<file path="config.mk">
export PLATFORM = sky130hd
export DESIGN_NAME = pcie_ss_ib2sb_flex
export DESIGN_NICKNAME = d
export VERILOG_FILES = /design/src/rtl/pcie_ss_ib2sb_flex.sv
export SDC_FILE = /design/constraint.sdc
export NUM_CORES = 2
export LEC_CHECK = 0
export ABC_AREA = 1
export BUFFER_PORTS_ARGS = -buffer_cell sky130_fd_sc_hd__buf_2
export CAP_MARGIN = 20
export CORE_AREA = 2 2 552 554
export DETAILED_ROUTE_END_ITERATION = 8
export DIE_AREA = 0 0 554 556
export PLACE_DENSITY = 0.35
export SLEW_MARGIN = 20
export SYNTH_ARGS = -nofsm -noshare
export SYNTH_HDL_FRONTEND = slang
export SYNTH_SLANG_ARGS = --single-unit
</file>
<file path="constraint.sdc">
create_clock -name clk -period 4.45 [get_ports clk]
set_clock_uncertainty 0.15 [all_clocks]
set_input_delay 0 -clock clk [delete_from_list [all_inputs] [get_ports clk]]
set_output_delay 0 -clock clk [all_outputs]
set_load 0.02 [all_outputs]
</file>
<file path="src/rtl/pcie_ss_ib2sb_flex.sv">
// In-band to side-band header converter: moves the SOP header onto tuser_vendor
// and realigns the payload to bit 0, with passthrough, malformed-drop and flush support.
module pcie_ss_ib2sb_flex #(
    parameter int DATA_WIDTH = 512,
    parameter int HDR_WIDTH  = 256,
    parameter int ERR_CNT_W  = 16
) (
    input  logic                    clk,
    input  logic                    rst_n,
    input  logic                    in_tvalid,
    output logic                    in_tready,
    input  logic [DATA_WIDTH-1:0]   in_tdata,
    input  logic [DATA_WIDTH/8-1:0] in_tkeep,
    input  logic                    in_tlast,
    input  logic                    in_tuser_vendor,
    input  logic                    passthru,
    output logic                    out_tvalid,
    input  logic                    out_tready,
    output logic [DATA_WIDTH-1:0]   out_tdata,
    output logic [DATA_WIDTH/8-1:0] out_tkeep,
    output logic                    out_tlast,
    output logic [HDR_WIDTH:0]      out_tuser_vendor,
    output logic                    out_hvalid,
    output logic [ERR_CNT_W-1:0]    err_cnt
);

    localparam int HB = HDR_WIDTH / 8;
    localparam int DB = DATA_WIDTH / 8;
    localparam int RW = DATA_WIDTH - HDR_WIDTH;
    localparam int RB = DB - HB;

    typedef enum logic [2:0] {ST_SOP, ST_BODY, ST_FLUSH, ST_DROP, ST_PASS} state_t;

    state_t                  state_q, state_d;
    logic                    out_tvalid_q, out_tvalid_d;
    logic [DATA_WIDTH-1:0]   out_tdata_q, out_tdata_d;
    logic [DB-1:0]           out_tkeep_q, out_tkeep_d;
    logic                    out_tlast_q, out_tlast_d;
    logic [HDR_WIDTH:0]      out_tuser_q, out_tuser_d;
    logic                    out_hvalid_q, out_hvalid_d;
    logic [ERR_CNT_W-1:0]    err_cnt_q, err_cnt_d;
    logic [HDR_WIDTH-1:0]    hdr_q, hdr_d;
    logic                    vendor_q, vendor_d;
    logic [RW-1:0]           hold_q, hold_d;
    logic [RB-1:0]           hold_keep_q, hold_keep_d;
    logic                    first_q, first_d;

    logic load;
    logic accept;

    assign load      = !out_tvalid_q || out_tready;
    assign in_tready = load && (state_q != ST_FLUSH);
    assign accept    = in_tvalid && in_tready;

    always_comb begin
        state_d      = state_q;
        out_tvalid_d = out_tvalid_q;
        out_tdata_d  = out_tdata_q;
        out_tkeep_d  = out_tkeep_q;
        out_tlast_d  = out_tlast_q;
        out_tuser_d  = out_tuser_q;
        out_hvalid_d = out_hvalid_q;
        err_cnt_d    = err_cnt_q;
        hdr_d        = hdr_q;
        vendor_d     = vendor_q;
        hold_d       = hold_q;
        hold_keep_d  = hold_keep_q;
        first_d      = first_q;

        // An output slot that loads with nothing to emit becomes a bubble.
        if (load) begin
            out_tvalid_d = 1'b0;
        end

        case (state_q)
            ST_SOP: begin
                if (accept) begin
                    if (passthru) begin
                        out_tvalid_d = 1'b1;
                        out_tdata_d  = in_tdata;
                        out_tkeep_d  = in_tkeep;
                        out_tlast_d  = in_tlast;
                        out_hvalid_d = 1'b1;
                        out_tuser_d  = {in_tdata[HDR_WIDTH-1:0], in_tuser_vendor};
                        state_d      = in_tlast ? ST_SOP : ST_PASS;
                    end else if (in_tkeep[HB-1:0] != '1) begin
                        if (err_cnt_q != '1) begin
                            err_cnt_d = err_cnt_q + ERR_CNT_W'(1);
                        end
                        state_d = in_tlast ? ST_SOP : ST_DROP;
                    end else if (in_tlast) begin
                        out_tvalid_d = 1'b1;
                        out_tkeep_d  = DB'(in_tkeep[DB-1:HB]);
                        out_tdata_d  = (in_tkeep[DB-1:HB] != '0) ? (in_tdata >> HDR_WIDTH) : '0;
                        out_tlast_d  = 1'b1;
                        out_hvalid_d = 1'b1;
                        out_tuser_d  = {in_tdata[HDR_WIDTH-1:0], in_tuser_vendor};
                    end else begin
                        hdr_d       = in_tdata[HDR_WIDTH-1:0];
                        vendor_d    = in_tuser_vendor;
                        hold_d      = in_tdata[DATA_WIDTH-1:HDR_WIDTH];
                        hold_keep_d = in_tkeep[DB-1:HB];
                        first_d     = 1'b1;
                        state_d     = ST_BODY;
                    end
                end
            end
            ST_BODY: begin
                if (accept) begin
                    out_tvalid_d = 1'b1;
                    out_tdata_d  = {in_tdata[HDR_WIDTH-1:0], hold_q};
                    out_tkeep_d  = {in_tkeep[HB-1:0], hold_keep_q};
                    out_hvalid_d = first_q;
                    out_tuser_d  = first_q ? {hdr_q, vendor_q} : '0;
                    out_tlast_d  = 1'b0;
                    first_d      = 1'b0;
                    hold_d       = in_tdata[DATA_WIDTH-1:HDR_WIDTH];
                    hold_keep_d  = in_tkeep[DB-1:HB];
                    if (in_tlast) begin
                        // Upper bytes left over in the last beat spill into a flush beat.
                        if (in_tkeep[DB-1:HB] != '0) begin
                            state_d = ST_FLUSH;
                        end else begin
                            out_tlast_d = 1'b1;
                            state_d     = ST_SOP;
                        end
                    end
                end
            end
            ST_FLUSH: begin
                if (load) begin
                    out_tvalid_d = 1'b1;
                    out_tdata_d  = DATA_WIDTH'(hold_q);
                    out_tkeep_d  = DB'(hold_keep_q);
                    out_tlast_d  = 1'b1;
                    out_hvalid_d = 1'b0;
                    out_tuser_d  = '0;
                    state_d      = ST_SOP;
                end
            end
            ST_DROP: begin
                if (accept && in_tlast) begin
                    state_d = ST_SOP;
                end
            end
            ST_PASS: begin
                if (accept) begin
                    out_tvalid_d = 1'b1;
                    out_tdata_d  = in_tdata;
                    out_tkeep_d  = in_tkeep;
                    out_tlast_d  = in_tlast;
                    out_hvalid_d = 1'b0;
                    out_tuser_d  = '0;
                    state_d      = in_tlast ? ST_SOP : ST_PASS;
                end
            end
            default: state_d = ST_SOP;
        endcase
    end

    always_ff @(posedge clk) begin
        if (!rst_n) begin
            state_q      <= ST_SOP;
            out_tvalid_q <= 1'b0;
            out_tdata_q  <= '0;
            out_tkeep_q  <= '0;
            out_tlast_q  <= 1'b0;
            out_tuser_q  <= '0;
            out_hvalid_q <= 1'b0;
            err_cnt_q    <= '0;
            hdr_q        <= '0;
            vendor_q     <= 1'b0;
            hold_q       <= '0;
            hold_keep_q  <= '0;
            first_q      <= 1'b0;
        end else begin
            state_q      <= state_d;
            out_tvalid_q <= out_tvalid_d;
            out_tdata_q  <= out_tdata_d;
            out_tkeep_q  <= out_tkeep_d;
            out_tlast_q  <= out_tlast_d;
            out_tuser_q  <= out_tuser_d;
            out_hvalid_q <= out_hvalid_d;
            err_cnt_q    <= err_cnt_d;
            hdr_q        <= hdr_d;
            vendor_q     <= vendor_d;
            hold_q       <= hold_d;
            hold_keep_q  <= hold_keep_d;
            first_q      <= first_d;
        end
    end

    assign out_tvalid       = out_tvalid_q;
    assign out_tdata        = out_tdata_q;
    assign out_tkeep        = out_tkeep_q;
    assign out_tlast        = out_tlast_q;
    assign out_tuser_vendor = out_tuser_q;
    assign out_hvalid       = out_hvalid_q;
    assign err_cnt          = err_cnt_q;

endmodule

</file>
; Word-level counts from Yosys, hierarchy flattened
; Index checks and enable logic that the tools add are counted.
[totals]
register_bits = 1401
input_bits = 583
output_inout_bits = 853
wordCells = 131
[classes]
add_sub_neg = 1
n_eq_ne = 19
mux = 80
bitwise = 3
reduce_logical = 15
[op_table]
columns = operator, n
row1 = $mux W512, 7
row2 = $mux W257, 8
row3 = $pmux W512 S4, 1
row4 = $mux W256, 6
row5 = $pmux W257 S4, 1
row6 = $pmux W256 S2, 1
row7 = $mux W64, 7
row8 = $pmux W64 S4, 1
row9 = $mux W32, 5
row10 = $pmux W32 S2, 1
row11 = $ne A32 B32 Y1 const B, 1
row12 = $reduce_bool A32 Y1, 1
row13 = $mux W3, 10
row14 = $mux W1, 25
row15 = $ne A2 B2 Y1 const B, 9
row16 = $add A16 B1 Y16 const B, 1
row17 = $ne A16 B16 Y1 const B, 1
row18 = $pmux W3 S5, 1
row19 = $reduce_and A7 Y1, 2
row20 = $reduce_and A5 Y1, 2
row21 = $pmux W1 S4, 2
row22 = $eq A3 B2 Y1 const B, 2
row23 = $ne A3 B3 Y1 const B, 2
row24 = $reduce_and A6 Y1, 1
row25 = 15 further kinds, 20

; Longest topological paths before layout
[logic_depth]
ltp_word = 8
mapped_depth = 13
mapped_depth_nobuf = 11

; Worst setup path after synthesis
; OpenSTA, ideal clock, no wires.
[synth_path]
kind = reg2reg
start = reg err_cnt_q[0] (netlist: err_cnt[0])
end = reg err_cnt_q[5] (netlist: err_cnt[5])
setup_time_ns = 0.073
t_arrival_ns = 1.842
t_required_ns = 4.227
path_slack_ns = 2.385
path_stages_with_launch = 9
n_path_buf = 1
period_less_slack_ns = 2.065
path_cell_list = dfxtp_1 > ha_1 > nand3_1 > nor3_1 > nand3_1 > nand4_1 > buf_2 > nand2_1 > a21oi_1
[synth_via]
elab_chain_cells = 2
word_cells_on_any_way = 3
cone_classes = 1 x add/sub / 1 x eq/ne / 1 x reduce/logical
[synth_lines]
columns = item, line_no
row1 = from (decl), 41  ; logic [ERR_CNT_W-1:0] err_cnt_q, err_cnt_d;
row2 = from (signal assigned), 184  ; err_cnt_q <= err_cnt_d;
row3 = "parallel branches: the longest is 2 deep, another holds $add A16 B1 Y16", -
; Parallel ways; which one is timed is not known.
; A chain may end at the register's enable or synchronous reset.

; Worst setup path after layout
[layout_path]
start = in in_tkeep[31]
end = reg hold_q[55]
[layout_via]
elab_chain_cells = 3
[layout_lines]
columns = item, line_no
row1 = from (decl), 13  ; input logic [DATA_WIDTH/8-1:0] in_tkeep,
row2 = $ne A32 B32 Y1, 86  ; end else if (in_tkeep[HB-1:0] != '1) begin
row3 = $ne A2 B2 Y1 (no source line), -
row4 = $reduce_and A6 Y1 (no source line), -
row5 = to (signal assigned), 187  ; hold_q <= hold_d;
row6 = to (decl), 44  ; logic [RW-1:0] hold_q, hold_d;
; Every way passes these cells.

==> metrics <==
status finished with violations; failing checks setup timing; Routability Congestion between 0.8 and 0.9; share of the synthesized area in the top cell type around 44%; I/O pin count ~1400; GRT Overall Usage 22.3%; TritonCTS clock tree done; Power Dens Cells 478 nW/um2; most frequent cells in the layout 2558 x nor2_1, 1824 x nand2_1, 1433 x buf_2, 1401 x dfxtp_1, 1345 x dlygate4sd3_1; Synth cell types 34; Setup-failing EPs final 1; post-synthesis sequential area ratio 44.3%; WS Path Type in2reg; syn_area_per_cell between 6 and 7 um2; final net count 12624; Final Hold Vio Count 0; period utilization 101%; number of buffers created by CTS approximately 190; initial antenna violation count 73; Worst slew margin 20.3%; Core Box Area 302000 um2; CP required 5030 ps; Reg power frac between 30 and 40%; maximum vdd ir drop 309 uV; pre-CTS setup slack roughly 1100 ps; antenna-violating nets left 0; DRC 0; Clock Tree Root clkbuf_16; worst skew pair latency about 850 ps; IO Port Bufs 1435; area grow syn2layout 48.2%; Peak Freq 0.222 GHz; synthesis warning total 0; Site Rows around 200; Clk pwr share 34.0%; DRT Pass-1 Iters 6; Design Area, Final 93700 um2; pin count of the biggest net entering global routing 200; H-tree levels 4; first-pass GRT wire length 510 mm; DP HPWL about 250 mm; setup_tns -60.7 ps; total gr overflow 0; Starting Density about a fifth; worst hold path type in2reg; vias 72474; clk sink count approximately 1400; synth top area cells dfxtp_1 44%, nor2_1 15%, nand2_1 11%; switch share about two fifths; most common cell after layout, fill and taps aside nor2_1; Lkg Pwr 43.3 nW; area of the multi-input gates 28900 um2; clk slew on worst S/H paths 60 ps; register bit total from synthesis ~1400; Worst Setup End Kind flop; Longest Clk Path Bufs 4; layout cells sized above 1 ~16%; final worst slack -60.7 ps; Max Slew Vio Count 0; number of global-route vias before repair about 71000; Wirelength per Cell 22.3 um; CP Launch Type input port; Total Wirelength 361 mm; combinational share of power 31.7%; RSZ-0062 raised after global routing yes; crit path DAT 5090 ps; fin crit period 4510 ps; Mapped Area 63300 um2; Post-Syn Instances 9633; NetSw 17.3 mW; die height about 560 um; area leader, netlist dfxtp_1; full die area a little over 300000 um2; WHS 34.0 ps; Cell Int Power 27.5 mW; final core utilization between 30% and 40%; Worst Max-Slew Pin Slew 1200 ps; crit path max fanout 95; dpl cell area 74100 um2; Hold Path Origin in_tdata[397]; Reg area 28000 um2; RR Startpoint state_q[0]$_SDFFE_PN0P_; Via density 4.47; worst setup path start in_tkeep[31]; Iteration-0 DRC Markers 5209; Die X 554 um; Max Cap Violations 0; Layout fillers 33140; syn_nets 10217
[stage by stage]
step	instances	power (mW)
after floorplan	9633	22.8
after global placement	14483	28.9
after detailed placement	14483	28.9
after CTS	16158	45.5
after global routing	16195	47.2
final	16202	44.8
[power by group through the flow]
stage / Combinational [mW] / Clock, mW / Sequential, mW
after floorplan: 5.73 / 0 / 17.1
after global placement: 13.3 / 0 / 15.6
after detailed placement: 13.3 / 0 / 15.6
after CTS: 14.4 / 15.7 / 15.4
after global routing: 15.5 / 16.2 / 15.5
final: 14.2 / 15.2 / 15.4
[layout make-up]
| type | instances | area share [%] |
|---|---|---|
| multi-input cells | 6697 | 30.9 |
| flip-flops and latches | 1401 | 29.9 |
| repair buffers | 2929 | 24.1 |
| clock buffers | 276 | 5.75 |
| well taps | 3978 | 5.31 |
| inverters | 826 | 3.33 |
| clock inverters | 54 | 0.630 |
| diodes | 41 | 0.109 |
[synth_stat cells, drive strengths merged]
cell type	instances
inv	825
ha	1
o21bai	1
and2	4
buf	330
nor3	10
and3	8
a211oi	1
xor2	11
clkinv	1
nand2	1830
o21ai	1666
dfxtp	1401
xnor2	2
clkbuf	379
nand3	21
a21oi	303
nand4	4
nor2	2567
a22oi	268
[logic make-up after synthesis]
logic type | share of synthesized area, %
simple gates | 26.6
fa+ha+maj | 0.0198
xor+xnor | 0.180
buf+inv | 10.0
flops | 44.3
compound gates | 18.8
[registers in the layout, summed over array words and instances, names as in the netlist]
register,count
hold_keep_q,32
out_hvalid,1
vendor_q,1
out_tkeep,64
out_tvalid,1
err_cnt,16
out_tdata,512
out_tlast,1
hdr_q,256
first_q,1
state_q,3
hold_q,256
out_tuser_vendor,257
[what timing repair did]
action	4_1_cts	5_1_grt
endpoints found under the setup margin	0	9
gates resized for setup	0	8
setup buffers	0	1
hold buffers	1345	0
endpoints found under the hold margin	1400	0
[worst paths after layout]
path / end / slack, ps / cells after the start
max: hold_q[55]$_SDFFE_PN0P_ / -60 / 16
min: hold_q[141]$_SDFFE_PN0P_ / 30 / 4
max reg2reg: hdr_q[116]$_SDFFE_PN0P_ / 220 / 13
min reg2reg: hold_keep_q[31]$_SDFFE_PN0P_ / 300 / 2
[per-layer routing]
| metal | vias up | part of all wire, % | track usage (%) |
|---|---|---|---|
| met5 | - | 0.019 | 0 |
| met4 | 14 | 4.3 | 9.40 |
| met3 | 531 | 7.3 | 5.85 |
| met2 | 2200 | 47 | 37.3 |
| met1 | 34516 | 42 | 26.8 |
| li1 | 35213 | - | - |
[worst max-delay path, cell delays in order]
cell           delay (ps)
dlygate4sd3_1         510
buf_2                 210
nand2_1                70
dlygate4sd3_1         550
nor2_1                 90
dlygate4sd3_1         560
nand2_1                60
nor2_2                200
nand2_1               190
nand2_1               200
nand2_8               240
buf_12                290
o21ai_1               330
dlygate4sd3_1         580
nor2_1                 40
dlygate4sd3_1         540
Power figures use the tool's default switching activity.
